### config.mk
export PLATFORM = sky130hd
export DESIGN_NAME = mips_multicycle_ctrl_flat
export DESIGN_NICKNAME = d
export VERILOG_FILES = /design/src/rtl/mips_ctrl_pkg.sv /design/src/rtl/mips_multicycle_ctrl_if.sv /design/src/rtl/mips_alu_decoder.sv /design/src/rtl/mips_multicycle_ctrl.sv /design/src/flat_wrapper.sv
export SDC_FILE = /design/constraint.sdc
export NUM_CORES = 1
export LEC_CHECK = 0
export BUFFER_PORTS_ARGS = -buffer_cell sky130_fd_sc_hd__buf_2
export CAP_MARGIN = 30
export CELL_PAD_IN_SITES_DETAIL_PLACEMENT = 1
export CELL_PAD_IN_SITES_GLOBAL_PLACEMENT = 1
export CORE_MARGIN = 4
export CORE_UTILIZATION = 43
export DETAILED_ROUTE_END_ITERATION = 10
export GPL_TIMING_DRIVEN = 0
export MAX_ROUTING_LAYER = met4
export PLACE_DENSITY = 0.94
export SYNTH_ARGS = -nofsm -noshare
export SYNTH_HDL_FRONTEND = slang
export SYNTH_SLANG_ARGS = --single-unit
### constraint.sdc
create_clock -name clock_i -period 4.06 [get_ports clock_i]
set_clock_uncertainty 0.2 [all_clocks]
set_input_delay 1.015 -clock clock_i [delete_from_list [all_inputs] [get_ports clock_i]]
set_output_delay 1.015 -clock clock_i [all_outputs]
set_load 0.01 [all_outputs]
### src/rtl/mips_ctrl_pkg.sv
// Shared encodings for the multicycle MIPS control path: opcodes, funct codes,
// datapath mux encodings, ALU operation classes and the FSM state enum.
package mips_ctrl_pkg;

    localparam logic [5:0] OP_RTYPE = 6'b000000;
    localparam logic [5:0] OP_LW    = 6'b100011;
    localparam logic [5:0] OP_SW    = 6'b101011;
    localparam logic [5:0] OP_BEQ   = 6'b000100;
    localparam logic [5:0] OP_ADDI  = 6'b001000;
    localparam logic [5:0] OP_J     = 6'b000010;

    localparam logic [5:0] FN_ADD = 6'b100000;
    localparam logic [5:0] FN_SUB = 6'b100010;
    localparam logic [5:0] FN_AND = 6'b100100;
    localparam logic [5:0] FN_OR  = 6'b100101;
    localparam logic [5:0] FN_SLT = 6'b101010;

    localparam logic [3:0] ALU_ADD = 4'b0010;
    localparam logic [3:0] ALU_SUB = 4'b0110;
    localparam logic [3:0] ALU_AND = 4'b0000;
    localparam logic [3:0] ALU_OR  = 4'b0001;
    localparam logic [3:0] ALU_SLT = 4'b0111;

    localparam logic [1:0] SRCB_REG    = 2'b00;
    localparam logic [1:0] SRCB_FOUR   = 2'b01;
    localparam logic [1:0] SRCB_IMM    = 2'b10;
    localparam logic [1:0] SRCB_IMM_SH = 2'b11;

    localparam logic [1:0] PCSRC_ALU    = 2'b00;
    localparam logic [1:0] PCSRC_ALUOUT = 2'b01;
    localparam logic [1:0] PCSRC_JUMP   = 2'b10;

    typedef enum logic [1:0] {
        ALUOP_ADD   = 2'd0,
        ALUOP_SUB   = 2'd1,
        ALUOP_FUNCT = 2'd2
    } alu_op_e;

    typedef enum logic [3:0] {
        S_FETCH    = 4'd0,
        S_DECODE   = 4'd1,
        S_MEM_ADDR = 4'd2,
        S_MEM_RD   = 4'd3,
        S_MEM_WB   = 4'd4,
        S_MEM_WR   = 4'd5,
        S_EXEC     = 4'd6,
        S_ALU_WB   = 4'd7,
        S_ADDI_EX  = 4'd8,
        S_ADDI_WB  = 4'd9,
        S_BRANCH   = 4'd10,
        S_JUMP     = 4'd11,
        S_TRAP     = 4'd12
    } state_e;

endpackage

### src/rtl/mips_multicycle_ctrl_if.sv
// Control-path bundle between the multicycle controller (master) and the
// shared datapath (slave).
interface mips_multicycle_ctrl_if #(
    parameter int CNT_W = 32
);
    logic [5:0]       opcode;
    logic [5:0]       funct;
    logic             zero;
    logic             mem_ready;
    logic             pc_write;
    logic             pc_write_cond;
    logic             iord;
    logic             mem_read;
    logic             mem_write;
    logic             ir_write;
    logic             reg_dst;
    logic             mem_to_reg;
    logic             reg_write;
    logic             alu_src_a;
    logic [1:0]       alu_src_b;
    logic [1:0]       pc_source;
    logic [3:0]       alu_ctrl;
    logic             trap;
    logic [CNT_W-1:0] retired;

    modport master (
        input  opcode, funct, zero, mem_ready,
        output pc_write, pc_write_cond, iord, mem_read, mem_write, ir_write,
               reg_dst, mem_to_reg, reg_write, alu_src_a, alu_src_b,
               pc_source, alu_ctrl, trap, retired
    );

    modport slave (
        output opcode, funct, zero, mem_ready,
        input  pc_write, pc_write_cond, iord, mem_read, mem_write, ir_write,
               reg_dst, mem_to_reg, reg_write, alu_src_a, alu_src_b,
               pc_source, alu_ctrl, trap, retired
    );
endinterface

### src/rtl/mips_alu_decoder.sv
// Maps the controller's ALU operation class plus the R-type funct field to
// an ALU control code; flags funct values the ALU does not implement.
module mips_alu_decoder
    import mips_ctrl_pkg::*;
(
    input  alu_op_e    alu_op_i,
    input  logic [5:0] funct_i,
    output logic [3:0] alu_ctrl_o,
    output logic       funct_valid_o
);

    // Unknown funct still drives add so the ALU sees a benign operation.
    always_comb begin
        alu_ctrl_o    = ALU_ADD;
        funct_valid_o = 1'b1;
        case (alu_op_i)
            ALUOP_SUB: alu_ctrl_o = ALU_SUB;
            ALUOP_FUNCT: begin
                case (funct_i)
                    FN_ADD:  alu_ctrl_o = ALU_ADD;
                    FN_SUB:  alu_ctrl_o = ALU_SUB;
                    FN_AND:  alu_ctrl_o = ALU_AND;
                    FN_OR:   alu_ctrl_o = ALU_OR;
                    FN_SLT:  alu_ctrl_o = ALU_SLT;
                    default: funct_valid_o = 1'b0;
                endcase
            end
            default: ;
        endcase
    end

endmodule

### src/rtl/mips_multicycle_ctrl.sv
// Main control FSM for the shared-resource multicycle MIPS datapath.
// Outputs decode from state only; the sole exception is FETCH, where the
// IR and PC loads wait for the memory to return the instruction.
module mips_multicycle_ctrl
    import mips_ctrl_pkg::*;
#(
    parameter int MEM_TIMEOUT = 16,
    parameter int CNT_W       = 32
) (
    input  logic                    clock_i,
    input  logic                    reset_i,
    mips_multicycle_ctrl_if.master  bus
);

    localparam logic [7:0] TIMEOUT_LAST = 8'(MEM_TIMEOUT - 1);

    state_e           state_q, state_d;
    logic [7:0]       wait_q, wait_d;
    logic [CNT_W-1:0] retired_q;
    logic             retire;
    logic             mem_expired;
    alu_op_e          alu_op;
    logic             funct_valid;
    logic             unused_zero;

    // The zero flag gates the PC load inside the datapath, not here.
    assign unused_zero = bus.zero;
    assign mem_expired = (wait_q == TIMEOUT_LAST);
    assign bus.retired = retired_q;

    mips_alu_decoder u_alu_dec (
        .alu_op_i      (alu_op),
        .funct_i       (bus.funct),
        .alu_ctrl_o    (bus.alu_ctrl),
        .funct_valid_o (funct_valid)
    );

    // State, memory-wait counter and retired-instruction counter.
    always_ff @(posedge clock_i or posedge reset_i) begin
        if (reset_i) begin
            state_q   <= S_FETCH;
            wait_q    <= '0;
            retired_q <= '0;
        end else begin
            state_q <= state_d;
            wait_q  <= wait_d;
            if (retire) retired_q <= retired_q + CNT_W'(1);
        end
    end

    // Next-state, wait-counter and datapath control decode.
    always_comb begin
        state_d           = state_q;
        wait_d            = wait_q;
        retire            = 1'b0;
        alu_op            = ALUOP_ADD;
        bus.pc_write      = 1'b0;
        bus.pc_write_cond = 1'b0;
        bus.iord          = 1'b0;
        bus.mem_read      = 1'b0;
        bus.mem_write     = 1'b0;
        bus.ir_write      = 1'b0;
        bus.reg_dst       = 1'b0;
        bus.mem_to_reg    = 1'b0;
        bus.reg_write     = 1'b0;
        bus.alu_src_a     = 1'b0;
        bus.alu_src_b     = SRCB_REG;
        bus.pc_source     = PCSRC_ALU;
        bus.trap          = 1'b0;

        case (state_q)
            S_FETCH: begin
                bus.mem_read  = 1'b1;
                bus.alu_src_b = SRCB_FOUR;
                if (bus.mem_ready) begin
                    bus.ir_write = 1'b1;
                    bus.pc_write = 1'b1;
                    state_d      = S_DECODE;
                end else if (mem_expired) begin
                    state_d = S_TRAP;
                end else begin
                    wait_d = wait_q + 8'd1;
                end
            end
            S_DECODE: begin
                bus.alu_src_b = SRCB_IMM_SH;
                case (bus.opcode)
                    OP_RTYPE:     state_d = S_EXEC;
                    OP_LW, OP_SW: state_d = S_MEM_ADDR;
                    OP_BEQ:       state_d = S_BRANCH;
                    OP_ADDI:      state_d = S_ADDI_EX;
                    OP_J:         state_d = S_JUMP;
                    default:      state_d = S_TRAP;
                endcase
            end
            S_MEM_ADDR: begin
                bus.alu_src_a = 1'b1;
                bus.alu_src_b = SRCB_IMM;
                state_d       = (bus.opcode == OP_SW) ? S_MEM_WR : S_MEM_RD;
            end
            S_MEM_RD: begin
                bus.mem_read = 1'b1;
                bus.iord     = 1'b1;
                if (bus.mem_ready)  state_d = S_MEM_WB;
                else if (mem_expired) state_d = S_TRAP;
                else                wait_d  = wait_q + 8'd1;
            end
            S_MEM_WB: begin
                bus.reg_write  = 1'b1;
                bus.mem_to_reg = 1'b1;
                state_d        = S_FETCH;
                retire         = 1'b1;
            end
            S_MEM_WR: begin
                bus.mem_write = 1'b1;
                bus.iord      = 1'b1;
                if (bus.mem_ready) begin
                    state_d = S_FETCH;
                    retire  = 1'b1;
                end else if (mem_expired) begin
                    state_d = S_TRAP;
                end else begin
                    wait_d = wait_q + 8'd1;
                end
            end
            S_EXEC: begin
                bus.alu_src_a = 1'b1;
                alu_op        = ALUOP_FUNCT;
                state_d       = funct_valid ? S_ALU_WB : S_TRAP;
            end
            S_ALU_WB: begin
                bus.reg_write = 1'b1;
                bus.reg_dst   = 1'b1;
                state_d       = S_FETCH;
                retire        = 1'b1;
            end
            S_ADDI_EX: begin
                bus.alu_src_a = 1'b1;
                bus.alu_src_b = SRCB_IMM;
                state_d       = S_ADDI_WB;
            end
            S_ADDI_WB: begin
                bus.reg_write = 1'b1;
                state_d       = S_FETCH;
                retire        = 1'b1;
            end
            S_BRANCH: begin
                bus.alu_src_a     = 1'b1;
                alu_op            = ALUOP_SUB;
                bus.pc_write_cond = 1'b1;
                bus.pc_source     = PCSRC_ALUOUT;
                state_d           = S_FETCH;
                retire            = 1'b1;
            end
            S_JUMP: begin
                bus.pc_write  = 1'b1;
                bus.pc_source = PCSRC_JUMP;
                state_d       = S_FETCH;
                retire        = 1'b1;
            end
            S_TRAP: begin
                bus.trap = 1'b1;
            end
            default: state_d = S_TRAP;
        endcase

        // Any state change restarts the wait count for the next memory state.
        if (state_d != state_q) wait_d = '0;
    end

endmodule

### src/flat_wrapper.sv
// flat-port wrapper written by rule: the top's interface ports become plain ports
module mips_multicycle_ctrl_flat import mips_ctrl_pkg::*;
#(
    parameter int MEM_TIMEOUT = 16,
    parameter int CNT_W       = 32
)
  (clock_i, reset_i, bus_opcode, bus_funct, bus_zero, bus_mem_ready, bus_pc_write, bus_pc_write_cond, bus_iord, bus_mem_read, bus_mem_write, bus_ir_write, bus_reg_dst, bus_mem_to_reg, bus_reg_write, bus_alu_src_a, bus_alu_src_b, bus_pc_source, bus_alu_ctrl, bus_trap, bus_retired);
  mips_multicycle_ctrl_if #(.CNT_W(CNT_W)) bus_i ();
  input  logic clock_i;
  input  logic reset_i;
  input wire logic [$bits(bus_i.opcode)-1:0] bus_opcode;
  input wire logic [$bits(bus_i.funct)-1:0] bus_funct;
  input wire logic [$bits(bus_i.zero)-1:0] bus_zero;
  input wire logic [$bits(bus_i.mem_ready)-1:0] bus_mem_ready;
  output wire logic [$bits(bus_i.pc_write)-1:0] bus_pc_write;
  output wire logic [$bits(bus_i.pc_write_cond)-1:0] bus_pc_write_cond;
  output wire logic [$bits(bus_i.iord)-1:0] bus_iord;
  output wire logic [$bits(bus_i.mem_read)-1:0] bus_mem_read;
  output wire logic [$bits(bus_i.mem_write)-1:0] bus_mem_write;
  output wire logic [$bits(bus_i.ir_write)-1:0] bus_ir_write;
  output wire logic [$bits(bus_i.reg_dst)-1:0] bus_reg_dst;
  output wire logic [$bits(bus_i.mem_to_reg)-1:0] bus_mem_to_reg;
  output wire logic [$bits(bus_i.reg_write)-1:0] bus_reg_write;
  output wire logic [$bits(bus_i.alu_src_a)-1:0] bus_alu_src_a;
  output wire logic [$bits(bus_i.alu_src_b)-1:0] bus_alu_src_b;
  output wire logic [$bits(bus_i.pc_source)-1:0] bus_pc_source;
  output wire logic [$bits(bus_i.alu_ctrl)-1:0] bus_alu_ctrl;
  output wire logic [$bits(bus_i.trap)-1:0] bus_trap;
  output wire logic [$bits(bus_i.retired)-1:0] bus_retired;
  assign bus_i.opcode = bus_opcode;
  assign bus_i.funct = bus_funct;
  assign bus_i.zero = bus_zero;
  assign bus_i.mem_ready = bus_mem_ready;
  assign bus_pc_write = bus_i.pc_write;
  assign bus_pc_write_cond = bus_i.pc_write_cond;
  assign bus_iord = bus_i.iord;
  assign bus_mem_read = bus_i.mem_read;
  assign bus_mem_write = bus_i.mem_write;
  assign bus_ir_write = bus_i.ir_write;
  assign bus_reg_dst = bus_i.reg_dst;
  assign bus_mem_to_reg = bus_i.mem_to_reg;
  assign bus_reg_write = bus_i.reg_write;
  assign bus_alu_src_a = bus_i.alu_src_a;
  assign bus_alu_src_b = bus_i.alu_src_b;
  assign bus_pc_source = bus_i.pc_source;
  assign bus_alu_ctrl = bus_i.alu_ctrl;
  assign bus_trap = bus_i.trap;
  assign bus_retired = bus_i.retired;
  mips_multicycle_ctrl #(.MEM_TIMEOUT(MEM_TIMEOUT), .CNT_W(CNT_W)) u_core (.clock_i(clock_i), .reset_i(reset_i), .bus(bus_i));
endmodule
-- After elaboration in Yosys (flattened, before gate mapping)
Index checks and enable logic that the tools add are counted.
- output and inout port bits: 51
- word-level logic and storage cells: 78
- register bits: 44
- reduce and logical (&&, ||, !) cells: 13
- equal/unequal tests: 28
- $add $sub $neg: 2
- mux-type cells: 32
- operators by type and width (cell ; number):
    6-bit == test, second input constant ; 7
    4-bit case mux with 9 select lines ; 1
    32-bit by 1-bit adder with 32-bit output, second input constant ; 1
    8-bit two-way mux ; 4
    4-bit == test, second input constant ; 5
    4-bit two-way mux ; 5
    4-bit case mux with 5 select lines ; 1
    4-bit by 3-bit == test with 1-bit output, second input constant ; 4
    1-bit two-way mux ; 13
    3-bit case mux with 4 select lines ; 1
    5-bit OR reduction ; 2
    8-bit by 1-bit adder with 8-bit output, second input constant ; 1
    4-bit by 2-bit == test with 1-bit output, second input constant ; 2
    8-bit by 4-bit == test with 1-bit output, second input constant ; 1
    2-bit case mux with 2 select lines ; 2
    2-bit OR reduction ; 4
    6-bit by 2-bit == test with 1-bit output, second input constant ; 1
    6-bit by 3-bit == test with 1-bit output, second input constant ; 1
    6-bit by 4-bit == test with 1-bit output, second input constant ; 1
    6-bit logical NOT ; 1
    2-bit case mux with 3 select lines ; 1
    3-bit case mux with 2 select lines ; 1
    3-bit OR reduction ; 2
    4-bit by 1-bit == test with 1-bit output, second input constant ; 1
    other kinds (11) ; 12

-- Logic depth before layout (Yosys ltp)
- depth after elaboration: 9
- depth in mapped cells: 11
- gate-level depth less buffers: 9

-- Hierarchy
From an unflattened synthesis, not the netlist that was laid out.
- cells, all modules: 278
- area, all modules: 2685.1 sq um
- by module, submodules not included (module ; cells each ; area each (sq um) ; times used):
    mips_multicycle_ctrl ; 257 ; 2517.4 ; 1
    mips_alu_decoder ; 21 ; 167.7 ; 1

-- Least setup slack after synthesis
OpenSTA, ideal clock, no wires.
- path kind: input port to output port
- start point: input bus_mem_ready
- end point: output bus_pc_write
- setup slack: 0.941 ns
- stages on the path: 4
- data required time: 2.845 ns
- data arrival time: 1.904 ns
- path through: buf_2 inv_1 nor4_1 or2_2
- cells in the longest elaborated chain, start to end: 2
- RTL lines (item ; line ; RTL):
    from (decl) ; flat_wrapper.sv:14 ; input wire logic [$bits(bus_i.mem_ready)-1:0] bus_mem_ready;
    1-bit two-way mux ; mips_multicycle_ctrl.sv:75 ; if (bus.mem_ready) begin
    1-bit case mux with 2 select lines ; mips_multicycle_ctrl.sv:71 ; case (state_q)
    to (decl) ; flat_wrapper.sv:15 ; output wire logic [$bits(bus_i.pc_write)-1:0] bus_pc_write;
No other way between the ends.

-- Worst setup path in the final report
- start point: register u_core.state_q[1]
- end point: output bus_alu_ctrl[1]
- cells in the longest elaborated chain, start to end: 4
- RTL lines (item ; line ; RTL):
    from (decl) ; mips_multicycle_ctrl.sv:17 ; state_e state_q, state_d;
    from (signal assigned) ; mips_multicycle_ctrl.sv:45 ; state_q <= state_d;
    4-bit == test / 4-bit by 3-bit == test with 1-bit output (equally long branches) ; mips_multicycle_ctrl.sv:71 ;
    2-bit case mux with 2 select lines (*) ; mips_multicycle_ctrl.sv:71 ;
    2-bit == test / 2-bit by 1-bit == test with 1-bit output (equally long branches) ; mips_alu_decoder.sv:16 ; case (alu_op_i)
    3-bit case mux with 2 select lines (*) ; mips_alu_decoder.sv:16 ;
    to (decl) ; flat_wrapper.sv:27 ; output wire logic [$bits(bus_i.alu_ctrl)-1:0] bus_alu_ctrl;
Every way passes the cells marked *; elsewhere a longest branch is shown, timed or not.

==> impl_results.html <==
<table>
<tr><th>Metric</th><th>Value</th></tr>
<tr><th colspan="2">Global routing</th></tr>
<tr><td>Global-route wire length before repair</td><td>13900 microns</td></tr>
<tr><td>Initial antenna violation count</td><td>1</td></tr>
<tr><td>Total GRT Usage</td><td>0.239</td></tr>
<tr><td>Via count of the first global-routing pass</td><td>roughly 2.7k</td></tr>
<tr><td>Global route overflow</td><td>0</td></tr>
<tr><td>Pin count of the biggest net entering global routing</td><td>40</td></tr>
<tr><th colspan="2">Floorplanning</th></tr>
<tr><td>Die Width</td><td>88.0 microns</td></tr>
<tr><td>Area of the die</td><td>between 0.007 and 0.008 sq mm</td></tr>
<tr><td>Core area</td><td>slightly above 0.006 sq mm</td></tr>
<tr><td>Effective utilization at floorplan</td><td>0.455</td></tr>
<tr><td>Chip Height</td><td>slightly below 90 microns</td></tr>
<tr><td>Number of placement rows</td><td>28</td></tr>
<tr><td>Number of I/O pins</td><td>67</td></tr>
<tr><th colspan="2">CTS</th></tr>
<tr><td>TritonCTS clock tree</td><td>yes</td></tr>
<tr><td>Hold-fix buffers, CTS</td><td>0</td></tr>
<tr><td>Clock-pin slew of the registers on the worst-case setup and hold paths</td><td>0.08 ns</td></tr>
<tr><td>Post-CTS setup buffer count</td><td>0</td></tr>
<tr><td>Count of H-tree levels built during CTS</td><td>2</td></tr>
<tr><td>CTS sink count</td><td>44</td></tr>
<tr><td>Clock Latency Late Sink</td><td>about 0.30 ns</td></tr>
<tr><td>Number of buffers created by CTS</td><td>5</td></tr>
<tr><td>Clock Tree Buf Depth</td><td>2</td></tr>
<tr><td>Clock Root Buffer</td><td>sky130_fd_sc_hd__clkbuf_8</td></tr>
<tr><td>Post-cts gate resize count</td><td>0</td></tr>
<tr><th colspan="2">Pwr</th></tr>
<tr><td>Comb power frac</td><td>0.480</td></tr>
<tr><td>Power Dens Cells</td><td>486 mW/mm^2</td></tr>
<tr><td>Worst voltage drop across the vdd grid</td><td>0.311 mV</td></tr>
<tr><td>Seq pwr share</td><td>0.352</td></tr>
<tr><td>Leakage Power</td><td>between 1.5 and 2 nW</td></tr>
<tr><td>Clock group share of total power</td><td>0.168</td></tr>
<tr><td>Net switching power of the design</td><td>~680 uW</td></tr>
<tr><td>Internal power</td><td>a little over 900 uW</td></tr>
<tr><td>Switching share of total power</td><td>0.428</td></tr>
<tr><th colspan="2">Critical path</th></tr>
<tr><td>Type of origin of the critical path</td><td>flop</td></tr>
<tr><td>Endpoint class of the critical path</td><td>primary output</td></tr>
<tr><td>Crit Path Category</td><td>flop to primary output</td></tr>
<tr><td>Data arrival time at the worst-slack endpoint</td><td>about 2.5 ns</td></tr>
<tr><td>Required arrival time at the worst endpoint</td><td>roughly 2.8 ns</td></tr>
<tr><td>Worst Path Max Fanout</td><td>10</td></tr>
<tr><th colspan="2">Detailed routing</th></tr>
<tr><td>Number of detailed-routing iterations run before antenna repair</td><td>4</td></tr>
<tr><td>Routed vias</td><td>roughly 2.6k</td></tr>
<tr><td>Count of routing violations after the opening detailed-route iteration</td><td>between 150 and 200</td></tr>
<tr><td>WL per Instance</td><td>around 19 microns</td></tr>
<tr><td>Count of nets left with antenna violations after detail routing</td><td>0</td></tr>
<tr><td>Aggregate routed wire length</td><td>between 8000 and 9000 microns</td></tr>
<tr><td>Residual DRC count</td><td>0</td></tr>
<tr><td>Average vias per placed instance</td><td>5.81</td></tr>
<tr><th colspan="2">Yosys</th></tr>
<tr><td>Number of enable-type register cells in the synthesized netlist</td><td>0</td></tr>
<tr><td>Async set-or-reset flop fraction in the synthesized netlist</td><td>1.00</td></tr>
<tr><td>Ys Warns</td><td>0</td></tr>
<tr><td>Post-Synthesis Net Count</td><td>around 320</td></tr>
<tr><td>Most used flip-flop cell after synthesis</td><td>sky130_fd_sc_hd__dfrtp_1</td></tr>
<tr><td>Post-synthesis cell type count</td><td>53</td></tr>
<tr><td>Proportion of synthesized chip area in sequential cells</td><td>0.400</td></tr>
<tr><td>Post-Synthesis Cells</td><td>298</td></tr>
<tr><td>Post-synth design cell area</td><td>approximately 0.0028 sq mm</td></tr>
<tr><td>Syn Area/Cell</td><td>9.25 sq um</td></tr>
<tr><td>Synthesized flop and latch total</td><td>44</td></tr>
<tr><th colspan="2">Placed design</th></tr>
<tr><td>Port Buf Inserts</td><td>63</td></tr>
<tr><td>GPL Wtd Cong</td><td>~0.86</td></tr>
<tr><td>Detailed placement HPWL</td><td>6450 microns</td></tr>
<tr><th colspan="2">Worst hold path</th></tr>
<tr><td>Path class of the lowest-slack min-delay path</td><td>flop to flop</td></tr>
<tr><th colspan="2">Job</th></tr>
<tr><td>Max-capacitance violation count</td><td>0</td></tr>
<tr><th colspan="2">Finish</th></tr>
<tr><td>Number of nets at the end of the flow</td><td>roughly 390</td></tr>
<tr><td>Relative area change from synthesis to final layout</td><td>18.6%</td></tr>
<tr><td>Proportion of layout cells with a drive suffix above 1</td><td>0.263</td></tr>
<tr><td>Count of filler cells inserted in the layout</td><td>around 740</td></tr>
<tr><th colspan="2">Timing</th></tr>
<tr><td>Final hold viol count</td><td>0</td></tr>
<tr><td>Endpoints failing setup</td><td>0</td></tr>
<tr><td>Tightest slew margin relative to the limit</td><td>0.655</td></tr>
<tr><td>Final period utilization</td><td>0.923</td></tr>
<tr><td>Worst hold slack after final layout</td><td>around 0.3 ns</td></tr>
<tr><td>Peak clock frequency supported by timing</td><td>0.267 GHz</td></tr>
<tr><td>Final critical path time including I/O delays and setup</td><td>3.75 ns</td></tr>
<tr><td>Total negative setup slack</td><td>0 ns</td></tr>
<tr><td>Transition time of the tightest slew-check pin</td><td>0.518 ns</td></tr>
<tr><td>RSZ-0062 raised after global routing</td><td>false</td></tr>
<tr><td>Number of pins with negative max-slew slack in the final report</td><td>0</td></tr>
<tr><th colspan="2">Status</th></tr>
<tr><td>Outcome</td><td>finished, final reports clean</td></tr>
</table>
## final timing paths
path                                                         start                                  to  slack, ns  depth (start not counted)
max in group asynchronous                                  reset_i        u_core.wait_q[1]$_DFFE_PP0P_       2.77                          3
min in group asynchronous                                  reset_i         u_core.state_q[0]$_DFF_PP0_       0.43                          2
worst min register to register  u_core.bus.retired[10]$_DFFE_PP0P_  u_core.bus.retired[10]$_DFFE_PP0P_       0.29                          1
worst max-delay path                   u_core.state_q[1]$_DFF_PP0_                     bus_alu_ctrl[1]       0.31                          8
worst min-delay path            u_core.bus.retired[10]$_DFFE_PP0P_  u_core.bus.retired[10]$_DFFE_PP0P_       0.29                          1
worst max register to register         u_core.state_q[1]$_DFF_PP0_        u_core.wait_q[1]$_DFFE_PP0P_       0.97                         10
## power by group through the flow
stage / Clock (mW) / Combinational (mW) / Sequential (mW)
final: 0.267 / 0.763 / 0.560
after global routing: 0.289 / 0.831 / 0.570
after CTS: 0.274 / 0.765 / 0.560
after detailed placement: 0 / 0.755 / 0.567
after global placement: 0 / 0.709 / 0.562
after floorplan: 0 / 0.510 / 0.565
## worst max-delay path, cell delays in order (launching register included)
cell                      delay, ns
sky130_fd_sc_hd__dfrtp_1       0.43
sky130_fd_sc_hd__buf_2         0.25
sky130_fd_sc_hd__buf_1         0.44
sky130_fd_sc_hd__nand4_1       0.22
sky130_fd_sc_hd__ha_1          0.29
sky130_fd_sc_hd__inv_1         0.08
sky130_fd_sc_hd__a21oi_1       0.05
sky130_fd_sc_hd__or3_1         0.31
sky130_fd_sc_hd__buf_2         0.14
## stage by stage
step | util | instance area [sq um] | worst slack, ns | power, mW | std cells
2_1_floorplan | - | 2760 | 0.941 | 1.08 | 298
3_5_place_dp | 0.525 | 3180 | 0.703 | 1.32 | 437
6_report | 0.539 | 3270 | 0.314 | 1.59 | 445
3_3_place_gp | 0.522 | 3160 | 0.808 | 1.27 | 436
4_1_cts | 0.539 | 3270 | 0.354 | 1.60 | 444
5_1_grt | 0.539 | 3270 | 0.181 | 1.69 | 445
## logic make-up (layout without fill, tap and decap cells)
logic type / after synthesis / count (layout) / share of synthesized area
xor+xnor: 40 / 40 / 0.127
fa+ha+maj: 4 / 4 / 0.0182
compound gates: 37 / 37 / 0.0995
simple gates: 140 / 140 / 0.288
buf+inv: 27 / 98 / 0.0477
mux: 5 / 5 / 0.0186
flops: 44 / 44 / 0.400
other cells: 1 / 2 / 0.00136
## Yosys cell counts (5+ instances only)
cell type                  instances  area, sq um
sky130_fd_sc_hd__a21oi_1           6         30.0
sky130_fd_sc_hd__and2_1            6         37.5
sky130_fd_sc_hd__and3_1            9         56.3
sky130_fd_sc_hd__and4_1            5         43.8
sky130_fd_sc_hd__buf_2             5         25.0
sky130_fd_sc_hd__clkbuf_1          5         18.8
sky130_fd_sc_hd__dfrtp_1          44         1100
sky130_fd_sc_hd__inv_1            11         41.3
sky130_fd_sc_hd__nand2_1          20         75.1
sky130_fd_sc_hd__nand2b_1          8         50.1
sky130_fd_sc_hd__nand3_1          16         80.1
sky130_fd_sc_hd__nand4_1           9         56.3
sky130_fd_sc_hd__nor2_1           20         75.1
sky130_fd_sc_hd__nor3_1           16         80.1
sky130_fd_sc_hd__nor3_2            7         70.1
sky130_fd_sc_hd__nor4_1            6         37.5
sky130_fd_sc_hd__o21ai_0           6         30.0
sky130_fd_sc_hd__xnor2_1          16          140
sky130_fd_sc_hd__xor2_1           24          210
## state kept, by name (all words and copies together), names as in the netlist
| name | count |
|---|---|
| u_core.wait_q | 8 |
| u_core.state_q | 4 |
| u_core.bus.retired | 32 |
## routing by layer
metal	wire length, microns	vias up	GRT usage	share of wire
li1	-	1192	-	-
met1	3380	1298	0.281	0.40
met4	233	0	0.0893	0.027
met5	0	-	-	0
met2	4610	71	0.414	0.54
met3	313	25	0.0320	0.037
## cell usage in the layout (no fill, tap or decap), types with 7 or more instances in the layout
cell type,synthesis,final
sky130_fd_sc_hd__and3_1,9,9
sky130_fd_sc_hd__nand2_1,20,20
sky130_fd_sc_hd__nor3_2,7,7
sky130_fd_sc_hd__nor3_1,16,16
sky130_fd_sc_hd__nand2b_1,8,8
sky130_fd_sc_hd__inv_1,11,10
sky130_fd_sc_hd__dfrtp_1,44,44
sky130_fd_sc_hd__nand4_1,9,9
sky130_fd_sc_hd__nand3_1,16,16
sky130_fd_sc_hd__buf_2,5,68
sky130_fd_sc_hd__xnor2_1,16,16
sky130_fd_sc_hd__xor2_1,24,24
sky130_fd_sc_hd__nor2_1,20,20
## area by class of cell
type | instances | area (sq um) | share of cell area
tap | 75 | 93.8 | 0.0287
buffer | 16 | 90.1 | 0.0276
sequential | 44 | 1100 | 0.337
clock buffer | 5 | 68.8 | 0.0211
inverter | 11 | 41.3 | 0.0126
multi-input combinational | 227 | 1520 | 0.466
timing repair buffer | 64 | 335 | 0.103
clock inverter | 2 | 12.5 | 0.00383
antenna | 1 | 2.50 | 0.000766
No activity file was read; power rests on OpenSTA's default activity.
